<file path="src/rtl/set_sched_if.sv">
// Command, engine and result signals of the set-count scheduler.
// slave is the scheduler's view; master is the view of the surrounding environment.
interface set_sched_if #(
    parameter int TAG_W = 4
);
    logic             cmd_valid;
    logic             cmd_ready;
    logic [23:0]      cmd_central;
    logic [11:0]      cmd_radius;
    logic [1:0]       cmd_mode;
    logic [TAG_W-1:0] cmd_tag;

    logic             set_en;
    logic [23:0]      set_central;
    logic [11:0]      set_radius;
    logic [1:0]       set_mode;
    logic             set_busy;
    logic             set_valid;
    logic [7:0]       set_candidate;

    logic             res_valid;
    logic             res_ready;
    logic [7:0]       res_candidate;
    logic [TAG_W-1:0] res_tag;
    logic             res_err;

    modport slave (
        input  cmd_valid, cmd_central, cmd_radius, cmd_mode, cmd_tag,
        input  set_busy, set_valid, set_candidate, res_ready,
        output cmd_ready, set_en, set_central, set_radius, set_mode,
        output res_valid, res_candidate, res_tag, res_err
    );

    modport master (
        output cmd_valid, cmd_central, cmd_radius, cmd_mode, cmd_tag,
        output set_busy, set_valid, set_candidate, res_ready,
        input  cmd_ready, set_en, set_central, set_radius, set_mode,
        input  res_valid, res_candidate, res_tag, res_err
    );
endinterface

</file>
<file path="src/rtl/set_sched.sv">
// Set-count job scheduler: queues commands, issues one job at a time to the engine, returns tagged results in order.
// Latency: issue one cycle after a queued job meets an idle engine; result whenever the engine reports (66 cycles nominal).
// Backpressure: cmd_ready low while the queue is full; result held until res_ready. SET_SCHED_TIMEOUT_EN adds a 128-cycle WAIT timeout.
module set_sched #(
    parameter int DEPTH = 4,
    parameter int TAG_W = 4
) (
    input  logic       clk,
    input  logic       rst,
    set_sched_if.slave bus
);
    localparam int AW = $clog2(DEPTH);

    typedef struct packed {
        logic [23:0]      central;
        logic [11:0]      radius;
        logic [1:0]       mode;
        logic [TAG_W-1:0] tag;
    } job_t;

    typedef enum logic [1:0] {IDLE, ISSUE, WAIT, DONE} state_t;

    state_t           state;
    state_t           state_nxt;
    job_t             mem [DEPTH];
    job_t             job;
    logic [AW:0]      wr_ptr;
    logic [AW:0]      rd_ptr;
    logic             full;
    logic             empty;
    logic             push;
    logic             pop;
    logic             capture;
    logic             guard;
    logic [7:0]       res_candidate;
    logic [TAG_W-1:0] res_tag;
`ifdef SET_SCHED_TIMEOUT_EN
    logic [7:0]       tmo_cnt;
    logic             expire;
    logic             res_err;
`endif

    // Full/empty come only from registered pointers, so cmd_ready never sees a same-cycle pop.
    assign empty = (wr_ptr == rd_ptr);
    assign full  = (wr_ptr[AW] != rd_ptr[AW]) && (wr_ptr[AW-1:0] == rd_ptr[AW-1:0]);
    assign push  = bus.cmd_valid && !full;

    always_ff @(posedge clk) begin
        if (push) begin
            mem[wr_ptr[AW-1:0]] <= '{central: bus.cmd_central, radius: bus.cmd_radius,
                                     mode: bus.cmd_mode, tag: bus.cmd_tag};
        end
    end

    always_ff @(posedge clk or negedge rst) begin
        if (!rst) begin
            wr_ptr <= '0;
            rd_ptr <= '0;
        end else begin
            if (push) wr_ptr <= wr_ptr + 1'b1;
            if (pop)  rd_ptr <= rd_ptr + 1'b1;
        end
    end

    always_comb begin
        state_nxt = state;
        pop       = 1'b0;
        capture   = 1'b0;
`ifdef SET_SCHED_TIMEOUT_EN
        expire    = 1'b0;
`endif
        case (state)
            IDLE: begin
                if (!empty && !bus.set_busy) begin
                    pop       = 1'b1;
                    state_nxt = ISSUE;
                end
            end
            ISSUE: state_nxt = WAIT;
            WAIT: begin
                // The first WAIT cycle may still see a stale set_valid from the engine's previous job.
                if (!guard && bus.set_valid) begin
                    capture   = 1'b1;
                    state_nxt = DONE;
                end
`ifdef SET_SCHED_TIMEOUT_EN
                else if (tmo_cnt == 8'd127) begin
                    expire    = 1'b1;
                    state_nxt = DONE;
                end
`endif
            end
            DONE: begin
                if (bus.res_ready) state_nxt = IDLE;
            end
            default: state_nxt = IDLE;
        endcase
    end

    always_ff @(posedge clk or negedge rst) begin
        if (!rst) begin
            state         <= IDLE;
            job           <= '0;
            guard         <= 1'b0;
            res_candidate <= '0;
            res_tag       <= '0;
        end else begin
            state <= state_nxt;
            if (pop) job <= mem[rd_ptr[AW-1:0]];
            if (state == ISSUE)     guard <= 1'b1;
            else if (state == WAIT) guard <= 1'b0;
            if (capture) begin
                res_candidate <= bus.set_candidate;
                res_tag       <= job.tag;
            end
`ifdef SET_SCHED_TIMEOUT_EN
            if (expire) begin
                res_candidate <= '0;
                res_tag       <= job.tag;
            end
`endif
        end
    end

`ifdef SET_SCHED_TIMEOUT_EN
    always_ff @(posedge clk or negedge rst) begin
        if (!rst) begin
            tmo_cnt <= '0;
            res_err <= 1'b0;
        end else begin
            if (state == ISSUE)     tmo_cnt <= '0;
            else if (state == WAIT) tmo_cnt <= tmo_cnt + 8'd1;
            if (capture)     res_err <= 1'b0;
            else if (expire) res_err <= 1'b1;
        end
    end
    assign bus.res_err = res_err;
`else
    assign bus.res_err = 1'b0;
`endif

    // Job registers feed the engine directly so its parameters cannot move mid-job.
    assign bus.cmd_ready     = !full;
    assign bus.set_en        = (state == ISSUE);
    assign bus.set_central   = job.central;
    assign bus.set_radius    = job.radius;
    assign bus.set_mode      = job.mode;
    assign bus.res_valid     = (state == DONE);
    assign bus.res_candidate = res_candidate;
    assign bus.res_tag       = res_tag;
endmodule

</file>
<file path="src/flat_wrapper.sv">
// flat-port wrapper written by rule: the top's interface ports become plain ports
module set_sched_flat 
#(
    parameter int DEPTH = 4,
    parameter int TAG_W = 4
)
  (clk, rst, bus_cmd_valid, bus_cmd_central, bus_cmd_radius, bus_cmd_mode, bus_cmd_tag, bus_set_busy, bus_set_valid, bus_set_candidate, bus_res_ready, bus_cmd_ready, bus_set_en, bus_set_central, bus_set_radius, bus_set_mode, bus_res_valid, bus_res_candidate, bus_res_tag, bus_res_err);
  set_sched_if #(.TAG_W(TAG_W)) bus_i ();
  input  logic clk;
  input  logic rst;
  input wire logic [$bits(bus_i.cmd_valid)-1:0] bus_cmd_valid;
  input wire logic [$bits(bus_i.cmd_central)-1:0] bus_cmd_central;
  input wire logic [$bits(bus_i.cmd_radius)-1:0] bus_cmd_radius;
  input wire logic [$bits(bus_i.cmd_mode)-1:0] bus_cmd_mode;
  input wire logic [$bits(bus_i.cmd_tag)-1:0] bus_cmd_tag;
  input wire logic [$bits(bus_i.set_busy)-1:0] bus_set_busy;
  input wire logic [$bits(bus_i.set_valid)-1:0] bus_set_valid;
  input wire logic [$bits(bus_i.set_candidate)-1:0] bus_set_candidate;
  input wire logic [$bits(bus_i.res_ready)-1:0] bus_res_ready;
  output wire logic [$bits(bus_i.cmd_ready)-1:0] bus_cmd_ready;
  output wire logic [$bits(bus_i.set_en)-1:0] bus_set_en;
  output wire logic [$bits(bus_i.set_central)-1:0] bus_set_central;
  output wire logic [$bits(bus_i.set_radius)-1:0] bus_set_radius;
  output wire logic [$bits(bus_i.set_mode)-1:0] bus_set_mode;
  output wire logic [$bits(bus_i.res_valid)-1:0] bus_res_valid;
  output wire logic [$bits(bus_i.res_candidate)-1:0] bus_res_candidate;
  output wire logic [$bits(bus_i.res_tag)-1:0] bus_res_tag;
  output wire logic [$bits(bus_i.res_err)-1:0] bus_res_err;
  assign bus_i.cmd_valid = bus_cmd_valid;
  assign bus_i.cmd_central = bus_cmd_central;
  assign bus_i.cmd_radius = bus_cmd_radius;
  assign bus_i.cmd_mode = bus_cmd_mode;
  assign bus_i.cmd_tag = bus_cmd_tag;
  assign bus_i.set_busy = bus_set_busy;
  assign bus_i.set_valid = bus_set_valid;
  assign bus_i.set_candidate = bus_set_candidate;
  assign bus_i.res_ready = bus_res_ready;
  assign bus_cmd_ready = bus_i.cmd_ready;
  assign bus_set_en = bus_i.set_en;
  assign bus_set_central = bus_i.set_central;
  assign bus_set_radius = bus_i.set_radius;
  assign bus_set_mode = bus_i.set_mode;
  assign bus_res_valid = bus_i.res_valid;
  assign bus_res_candidate = bus_i.res_candidate;
  assign bus_res_tag = bus_i.res_tag;
  assign bus_res_err = bus_i.res_err;
  set_sched #(.DEPTH(DEPTH), .TAG_W(TAG_W)) u_core (.clk(clk), .rst(rst), .bus(bus_i));
endmodule
</file>
<file path="config.mk">
export PLATFORM = sky130hd
export DESIGN_NAME = set_sched_flat
export DESIGN_NICKNAME = d
export VERILOG_FILES = /design/src/rtl/set_sched_if.sv /design/src/rtl/set_sched.sv /design/src/flat_wrapper.sv
export SDC_FILE = /design/constraint.sdc
export NUM_CORES = 1
export LEC_CHECK = 0
export ABC_AREA = 0
export CAP_MARGIN = 20
export CORE_MARGIN = 4
export CORE_UTILIZATION = 40
export DETAILED_ROUTE_END_ITERATION = 7
export PLACE_DENSITY = 0.64
export SLEW_MARGIN = 20
export SYNTH_ARGS = -nofsm -noshare
export SYNTH_HDL_FRONTEND = slang
export SYNTH_SLANG_ARGS = --single-unit
export TNS_END_PERCENT = 50
</file>
<file path="constraint.sdc">
create_clock -name clk -period 2.8 [get_ports clk]
set_input_delay 0.42 -clock clk [delete_from_list [all_inputs] [get_ports clk]]
set_output_delay 0.42 -clock clk [all_outputs]
set_load 0.1 [all_outputs]
</file>
==> results.tsv <==
metric	value	unit
Initial Util	41.2	%
cell breakdown of the critical path	xnor2_1 > nand3b_1 > buf_12	
Async SR Flop Fraction	27.3	%
DRC errors left	0	
fin crit period	2260	ps
status	complete, no violations	
Clock Pin Slew Worst Setup and Hold Paths	60	ps
CTS tree	yes	
CP bufs+invs	1	
Post-synth EDFFs	168	
arrival time of the worst setup path	1840	ps
Core ar.	22100	um^2
CTS max path bufs	3	
Initial DRC Count	222	
Die H	159	um
Clock Latency Late Sink	500	ps
num ports	110	
vias in the first global route	4472	
routed len/inst	20.3	um
Post-CTS Hold Buffers	0	
postcts setup bufs	0	
Worst Setup Start Kind	flop	
Worst EP required	2380	ps
DRT Wirelength	16500	um
Die W	159	um
final hold vios	0	
dominant cells by area after synthesis	edfxtp_1 (55%), dfrtp_1 (17%), mux4_2 (10%), mux2_4 (6.3%), buf_4 (3.4%)	
register area share after synthesis	72.8	%
Syn Nets	490	
total congestion overflow	0	
antenna violations before repair	0	
largest area contributor in the netlist	edfxtp_1	
Via Count	3999	
CP Max Fanout	6	
DRT Pass-1 Iters	4	
Period Utilization, post-route	80.6	%
CTS Root Cell	clkbuf_16	
slowest library cell on the worst path	dfrtp_1	
Placer Congestion	0.691	
Max Cap Violations	0	
routed vias/inst	4.91	
synth-to-layout area growth	21.9	%
Post-DP HPWL	10100	um
Final Util	50.2	%
Worst Setup Path Type	flop to output port	
Yosys cell types	27	
Syn Area/Cell	21.5	um^2
n_diodes	0	
Largest stage delay, worst path	430	ps
CTS buffer count	25	
f_max	443	MHz
post_cts resized	0	
Rows	54	
number of synthesized register bits	231	
first-pass GRT wire length	26100	um
CP delay by family, top	flip-flops	
Final ANT Viol Nets	0	
Worst Max-Slew Pin Slew	877	ps
Worst setup EP type	output port	
CTS sink count	231	
worst hold-check path type	primary input to async pin	
Nets	583	
largest net degree at the start of global routing	64	
fillers	1753	
Mapped Area	9100	um^2
die area	25200	um^2
Synth Warn #	0	
RSZ-0062 raised after global routing	no	
area share of the largest cell type after synthesis	55.4	%
max-slew violations	0	
H-tree Lvls	1	
Final setup viols	0	
Post-Syn Instances	424	
layout cells sized above 1	40.2	%
I/O Buffers	108	
Main synth FF type	edfxtp_1	
Worst slew margin	41.5	%
Worst Clk Skew	13.0	ps
GRT Total Usage	13.0	%
-- synthesized netlist by cell type, types with 2 or more instances --
| cell | n |
|---|---|
| edfxtp_1 | 168 |
| dfrtp_1 | 63 |
| mux4_2 | 42 |
| buf_4 | 41 |
| mux2_4 | 38 |
| mux2_2 | 20 |
| ha_1 | 10 |
| inv_1 | 6 |
| and3_1 | 4 |
| buf_2 | 4 |
| buf_6 | 4 |
| clkbuf_1 | 4 |
| xnor2_1 | 3 |
| nand3b_1 | 2 |
| xnor2_2 | 2 |
| xor2_1 | 2 |
-- state kept, by name, summed over array words and instances, names as in the netlist --
signal,count
u_core.job,4
u_core.bus.set_mode,2
u_core.bus.set_radius,12
u_core.guard,1
u_core.rd_ptr,3
u_core.state,2
u_core.mem,168
u_core.wr_ptr,3
u_core.bus.res_candidate,8
u_core.bus.res_tag,4
u_core.bus.set_central,24
-- cells in the final DEF (no fill, tap or decap), types with 2 or more instances in the layout --
cell,instances
edfxtp_1,168
dfrtp_1,61
buf_4,58
clkdlybuf4s50_1,54
mux4_2,42
mux2_4,38
clkbuf_16,25
mux2_2,20
ha_1,10
buf_12,8
inv_1,6
bufinv_16,5
clkbuf_1,4
clkinv_2,4
clkbuf_8,4
xnor2_1,3
and3_2,3
xnor2_2,2
nand3b_1,2
xor2_1,2
clkinv_1,2
-- final timing paths --
path | slack [ps] | end | from | cells after the start
worst max-delay path | 540 | bus_cmd_ready | u_core.wr_ptr[1]$_DFFE_PN0P_ | 3
worst min-delay path | 40 | u_core.bus.set_radius[0]$_DFFE_PN0P_ | rst | 1
worst max register to register | 680 | u_core.mem[1][6]$_DFFE_PP_ | u_core.rd_ptr[2]$_DFFE_PN0P_ | 4
worst min register to register | 490 | u_core.wr_ptr[2]$_DFFE_PN0P_ | u_core.wr_ptr[2]$_DFFE_PN0P_ | 1
max in group asynchronous | 2110 | u_core.rd_ptr[0]$_DFFE_PN0P_ | rst | 1
min in group clk | 490 | u_core.wr_ptr[2]$_DFFE_PN0P_ | u_core.wr_ptr[2]$_DFFE_PN0P_ | 1
-- per-stage QoR --
stage	area, um^2	setup TNS, ps	setup WS [ps]	cells	hold slack (ps)
floorplan	9110	-14040	-111	424	124
global placement	10200	0	696	770	484
detailed placement	10200	0	660	770	481
CTS	11100	0	536	815	77.0
global route	11100	0	461	815	117
finish	11100	0	543	815	43.9
-- cell type report --
class / count / area (um^2) / share of cell area [%]
sequential: 231 / 6630 / 59.8
multi-input combinational: 133 / 2070 / 18.7
timing repair buffer: 120 / 1140 / 10.2
clock buffer: 33 / 696 / 6.27
tap: 280 / 350 / 3.16
clock inverter: 12 / 186 / 1.68
inverter: 6 / 22.5 / 0.203
-- cells by family after synthesis --
family,synth area share [%]
other cells,0.0412
buf+inv,4.55
simple gates,0.715
mux,19.3
compound gates,0.454
fa+ha+maj,1.38
xor+xnor,0.839
flops,72.8
-- routing by layer --
| metal | wire length, um | GRT usage [%] | vias up |
|---|---|---|---|
| met1 | 7340 | 17.6 | 2055 |
| li1 | - | - | 1813 |
| met2 | 8120 | 21.7 | 106 |
| met5 | 0 | 0 | - |
| met4 | 347 | 3.20 | 0 |
| met3 | 724 | 2.64 | 25 |
-- worst register-to-register path: stages (launching register included) --
cell and delay [ps]:
dfrtp_1 420, xnor2_1 330, nand3b_1 300, and3_2 520, buf_12 240
Power is not shown: default switching activity piles up to over one toggle a cycle in this logic, so the estimate is an artifact.
